[src/rtl/histogram_pkg.sv]
// histogram_pkg: shared widths, readout FSM states and bin type for the histogram readout.
package histogram_pkg;
    localparam int HIST_ADDR_WIDTH = 8;
    localparam int HIST_DATA_WIDTH = 32;
    typedef enum logic [2:0] {ST_IDLE, ST_RD, ST_CAP, ST_OUT, ST_DONE} hist_rd_state_t;
    typedef logic [HIST_DATA_WIDTH-1:0] hist_bin_t;
endpackage

[src/rtl/histogram_readout.sv]
// histogram_readout: sweeps histogram RAM port B and streams every bin out, optionally clearing it.
// Define HIST_READOUT_CDF_EN to add the saturating cumulative-sum output bin_cdf.
module histogram_readout
    import histogram_pkg::*;
#(
    parameter int ADDR_WIDTH       = HIST_ADDR_WIDTH,
    parameter int DATA_WIDTH       = HIST_DATA_WIDTH,
    parameter bit CLEAR_AFTER_READ = 1'b1
) (
    input  logic                  clk,
    input  logic                  rst,
    input  logic                  start,
    output logic                  busy,
    output logic                  done,
    output logic [ADDR_WIDTH-1:0] b_addr,
    output logic [DATA_WIDTH-1:0] b_wr_data,
    output logic                  b_wr_en,
    input  logic [DATA_WIDTH-1:0] b_rd_data,
    output logic                  bin_valid,
    input  logic                  bin_ready,
    output logic [ADDR_WIDTH-1:0] bin_idx,
    output logic [DATA_WIDTH-1:0] bin_count,
    output logic                  bin_last
`ifdef HIST_READOUT_CDF_EN
    ,
    output logic [DATA_WIDTH-1:0] bin_cdf
`endif
);
    hist_rd_state_t state, state_nxt;
    logic [ADDR_WIDTH-1:0] addr;
    logic addr_last;
    assign addr_last = addr == {ADDR_WIDTH{1'b1}};
    always_comb begin
        state_nxt = state;
        unique case (state)
            ST_IDLE: state_nxt = start ? ST_RD : ST_IDLE;
            ST_RD:   state_nxt = ST_CAP;
            ST_CAP:  state_nxt = ST_OUT;
            ST_OUT:  state_nxt = bin_ready ? (addr_last ? ST_DONE : ST_RD) : ST_OUT;
            ST_DONE: state_nxt = ST_IDLE;
            default: state_nxt = ST_IDLE;
        endcase
    end
    always_ff @(posedge clk) begin
        if (rst) begin
            state     <= ST_IDLE;
            addr      <= '0;
            bin_idx   <= '0;
            bin_count <= '0;
        end else begin
            state <= state_nxt;
            if (state == ST_IDLE && start)
                addr <= '0;
            if (state == ST_OUT && bin_ready && !addr_last)
                addr <= addr + 1'b1;
            if (state == ST_CAP) begin
                bin_count <= b_rd_data;
                bin_idx   <= addr;
            end
        end
    end
    assign busy      = state == ST_RD || state == ST_CAP || state == ST_OUT;
    assign done      = state == ST_DONE;
    assign b_addr    = addr;
    assign b_wr_data = '0;
    assign b_wr_en   = CLEAR_AFTER_READ && state == ST_CAP;
    assign bin_valid = state == ST_OUT;
    assign bin_last  = bin_valid && addr_last;
`ifdef HIST_READOUT_CDF_EN
    // The accumulator is the output register: it already holds acc + count for the current beat.
    logic [DATA_WIDTH:0] cdf_sum;
    assign cdf_sum = {1'b0, bin_cdf} + {1'b0, b_rd_data};
    always_ff @(posedge clk) begin
        if (rst)
            bin_cdf <= '0;
        else if (state == ST_IDLE && start)
            bin_cdf <= '0;
        else if (state == ST_CAP)
            bin_cdf <= cdf_sum[DATA_WIDTH] ? {DATA_WIDTH{1'b1}} : cdf_sum[DATA_WIDTH-1:0];
    end
`endif
endmodule

[config.mk]
export PLATFORM = sky130hd
export DESIGN_NAME = histogram_readout
export DESIGN_NICKNAME = d
export VERILOG_FILES = /design/src/rtl/histogram_pkg.sv /design/src/rtl/histogram_readout.sv
export SDC_FILE = /design/constraint.sdc
export NUM_CORES = 1
export LEC_CHECK = 0
export CAP_MARGIN = 25
export CORE_MARGIN = 3
export CORE_UTILIZATION = 42
export CTS_BUF_LIST = sky130_fd_sc_hd__clkbuf_16
export DETAILED_ROUTE_END_ITERATION = 10
export PLACE_DENSITY = 0.91
export SETUP_SLACK_MARGIN = 0.05
export SLEW_MARGIN = 0
export SYNTH_ARGS = -nofsm -noshare
export SYNTH_HDL_FRONTEND = slang
export SYNTH_SLANG_ARGS = --single-unit
[constraint.sdc]
create_clock -name clk -period 2.5 [get_ports clk]
set_clock_uncertainty 0.1 [all_clocks]
set_input_delay 0.25 -clock clk [delete_from_list [all_inputs] [get_ports clk]]
set_output_delay 0.25 -clock clk [all_outputs]
set_load 0.005 [all_outputs]
# Word level (Yosys, flattened, before mapping)
# Cells that the tools add are included.
# op_classes
eq_ne,5
reduce_logical,9
n_addsub,1
n_mux,6
# op_table
op,count
$mux 8,2
$pmux 3 s4,1
$add 8x1->8 const B,1
$eq 8x8->1 const B,1
$eq 3x2->1 const B,2
$mux 3,2
$logic_and 1x1->1,4
$eq 3x1->1 const B,1
$eq 3x3->1 const B,1
$logic_not 3->1,1
$logic_or 1x1->1,2
$reduce_bool 2->1,1
$logic_not 1->1,1
$mux 1,1
# totals
register_bits,51
inputBits,36

# Logic depth before layout (Yosys ltp)
# logic_depth
depth_word,4
ltp_mapped,7

# Worst setup path after synthesis
# No wires, ideal clock.
# synth_path
path_kind,register to register
from,"register addr[0], in the netlist b_addr[0]"
to,"register addr[7], in the netlist b_addr[7]"
period_less_slack_ps,1671
n_path_buf,0
path_stages_with_launch,6
path_slack_ps,829
setup_time_ps,120
arrival_ps,1452
path_cell_list,dfxtp_1 -> ha_1 -> nand3_1 -> o211a_2 -> and3_1 -> a211o_1
# synth_via
elab_chain_len,4
elab_cells_between_ends,6
# synth_rtl
item,line,source
"start, declared",histogram_readout.sv:30,logic [ADDR_WIDTH-1:0] addr;
"start signal, assigned",histogram_readout.sv:55,addr <= addr + 1'b1;
branches (longest 4 deep; another with $add 8x1->8),--,
# Several ways; the timed one is not identified.
# A chain may end at the register's enable or synchronous reset.

# Worst setup path after layout
# layout_path
from,"register addr[1], in the netlist b_addr[1]"
to,output bin_last
# layout_via
elab_chain_len,2
# layout_rtl
item,line,source
$eq 8x8->1,histogram_readout.sv:32,assign addr_last = addr == {ADDR_WIDTH{1'b1}};
$logic_and 1x1->1,histogram_readout.sv:68,assign bin_last = bin_valid && addr_last;
"end, declared",histogram_readout.sv:23,output logic bin_last
# Every way passes these cells.

==> results.yml <==
logic_synthesis:
  synth-seq-cells: 51
  yosys_warnings: 0
  synth_cell_types: 38
  syn_area_sq_mm: 0.002210
  async_reset_ff_share_pct: 0
  syn_inst: 271
  synth_edf_count: 0
  synth_area_leaders: "dfxtp_1, nand2_1, buf_4"
  ys_seq_area_share_pct: 46.21
  synth_top_area_cell: "dfxtp_1"
  synth_top_area_share_pct: 46.21
  synthFlopType: "dfxtp_1"
  syn_area_per_cell_sq_um: 8.154
worst_setup_path:
  worstReg2RegEnd: "b_addr[0]"
  crit_chain: "ha_1, nand3_2, or2_4, nor3_1, clkdlybuf4s50_1"
  required_ns: 2.15
  reg2reg_slack_ns: 0.74
  cpPeakStageDelay_ns: 0.52
  startpoint_type: "register"
  reg2reg_depth: 5
  critPathSlowestCell: "clkdlybuf4s50_1"
  cp.arrival_ns: 1.95
  end_kind: "output pin"
  endpoint: "bin_last"
  reg2reg_from: "b_addr[1]"
  critPathMaxFanout: 6
  startpoint: "b_addr[1]"
  crit_type: "register to output pin"
flow_run:
  cap_viol_max_count: 0
place:
  dp_cells: 412
  dp_hpwl_um: 3967
  portBuffers: 88
  post_dp_cell_area_sq_mm: 0.002993
  place_congestion: 0.8088
min_path:
  hp-class: "register to register"
drt:
  first_iter_violations: 116
  routed_wl_um: 5421
  top_layer: "met4"
  vias: 1963
  routed-wl-met3_um: 488
  dr.pass1.iters: 4
  met2_length_um: 2759
  wl_met1_um: 2154
  antenna_left: 0
  viasPerCell: 4.674
  wl_per_cell_um: 12.91
  drcViolationCount: 0
finish:
  drive_above_1_share_pct: 5.666
  fin_util_pct: 64.94
  diodes: 0
  final_nets: 389
  area_delta_synth_final_pct: 44.34
  final_design_area_no_fill_sq_mm: 0.003189
  instances_no_fill: 420
clock_network:
  clk_path_buf_depth: 2
  clk_latency_ns: 0.28
  cts_tree: "built"
  numCtsBuffers: 5
  clkSlewWorstSetupHoldPaths_ns: 0.07
  cts_root_buf: "clkbuf_16"
  htreeDepth: 2
  clkSinkCount: 51
floorplanning:
  die_y_um: 78.53
  io_pins: 121
  die_w_um: 78.53
  fp-row-count: 25
  die-area_sq_mm: 0.006167
  core-area_sq_mm: 0.004911
  start_util_pct: 44.99
status:
  status: "complete, no violations"
grt:
  grt_pass1_vias: 1932
  grt_overflow_total: 0
  grt_max_degree: 41
  antenna_found_initial: 0
  track_usage_pct: 17.56
  grt_pass1_wl_um: 8783
power:
  ir_drop_mv: 0.4512
  p_leak_nw: 1.216
  power_per_cell_area_mw_per_mm2: 624.4
  power.total_w: 0.001991
timing:
  final_hold_viol_count: 0
  rsz0062_at_grt: "no"
  maxSlewViolCount: 0
  setup_viol_count_final: 0
  tns_ns: 0
  fmax_ghz: 0.4340
  fin_crit_sh_pct: 92.17
  post-route-min-period_ns: 2.304
## worst max-delay path: cells and delay by family (launching register included)
| family | cells | cell delay (ns) |
|---|---|---|
| fa+ha+maj | 1 | 0.23 |
| buf+inv | 1 | 0.52 |
| flops | 1 | 0.37 |
| simple gates | 3 | 0.55 |
## area by class of cell
class                           count  area, sq um
Fill cell                         421         1722
Sequential cell                    51         1023
Multi-Input combinational cell    200        978.4
Timing Repair Buffer               91        903.4
Clock buffer                        5        125.1
Tap cell                           67        83.83
Clock inverter                      3        63.81
Inverter                            3        11.26
## placed cells by master (no fill, tap or decap), types with 3 or more instances in the layout
cell,instances
and3_1,3
nor3_1,3
a22o_1,3
buf_4,3
nand2_1,84
conb_1,32
nor2_1,5
clkdlybuf4s50_1,88
dfxtp_1,49
inv_1,3
a21oi_1,41
clkbuf_16,5
## worst min-delay path by stage
stage / startpoint / end / slack [ns] / cells past startpoint
floorplan: b_rd_data[0] / bin_count[0] / 0.29 / 2
global placement: bin_count[0] / bin_count[0] / 0.34 / 2
detailed placement: bin_count[3] / bin_count[3] / 0.35 / 2
CTS: bin_count[0] / bin_count[0] / 0.36 / 2
global route: bin_idx[4] / bin_idx[4] / 0.37 / 2
finish: bin_count[23] / bin_count[23] / 0.35 / 2
## metal layers
metal,track usage [%],up-vias
li1,-,991
met1,19.69,883
met2,31.83,87
met3,6.881,2
met4,2.622,0
met5,0,-
## timing repair
item	in CTS	in global routing
setup buffers	0	0
hold buffers	0	0
setup endpoints to repair	0	1
resized for setup	0	3
endpoints found under the hold margin	0	0
## metrics by stage
step,hold WS [ns],setup slack [ns]
after floorplan,0.2860,0.8287
after global placement,0.3416,0.4273
after detailed placement,0.3485,0.3885
after CTS,0.3561,0.07619
after global routing,0.3731,0.06881
final,0.3542,0.1959
## registers in the layout, indices dropped and copies added (netlist names)
name / flops
bin_idx: 8
b_addr: 8
state: 3
bin_count: 32
## Yosys cell counts (2+ instances only)
master    number
a22o_1         3
dfxtp_1       51
inv_1          2
a21oi_1       41
nand2_1       84
clkbuf_1      10
xnor2_1        2
and3_1         3
buf_4         37
a211o_1        2
nand3_1        3
nor3_1         3
nor2_1         5
## cells by family after synthesis
kind of cell / after synthesis / share of synthesized area, %
AND/OR/NAND/NOR: 109 / 21.69
AO/OA/AOI/OAI: 55 / 15.06
flip-flops: 51 / 46.21
buffers and inverters: 51 / 15.01
XOR/XNOR: 2 / 0.7929
adder cells (fa/ha/maj): 1 / 0.5662
other: 1 / 0.1697
multiplexers: 1 / 0.5096
## where the power goes
part / total, W / switching (W) / leakage [nW] / internal (W)
logic: 0.000272 / 0.000126 / 0.706 / 0.000146
clock network: 0.000847 / 0.000278 / 0.0952 / 0.000569
registers: 0.000872 / 0.0000227 / 0.415 / 0.000849
Power figures use the tool's default switching activity.
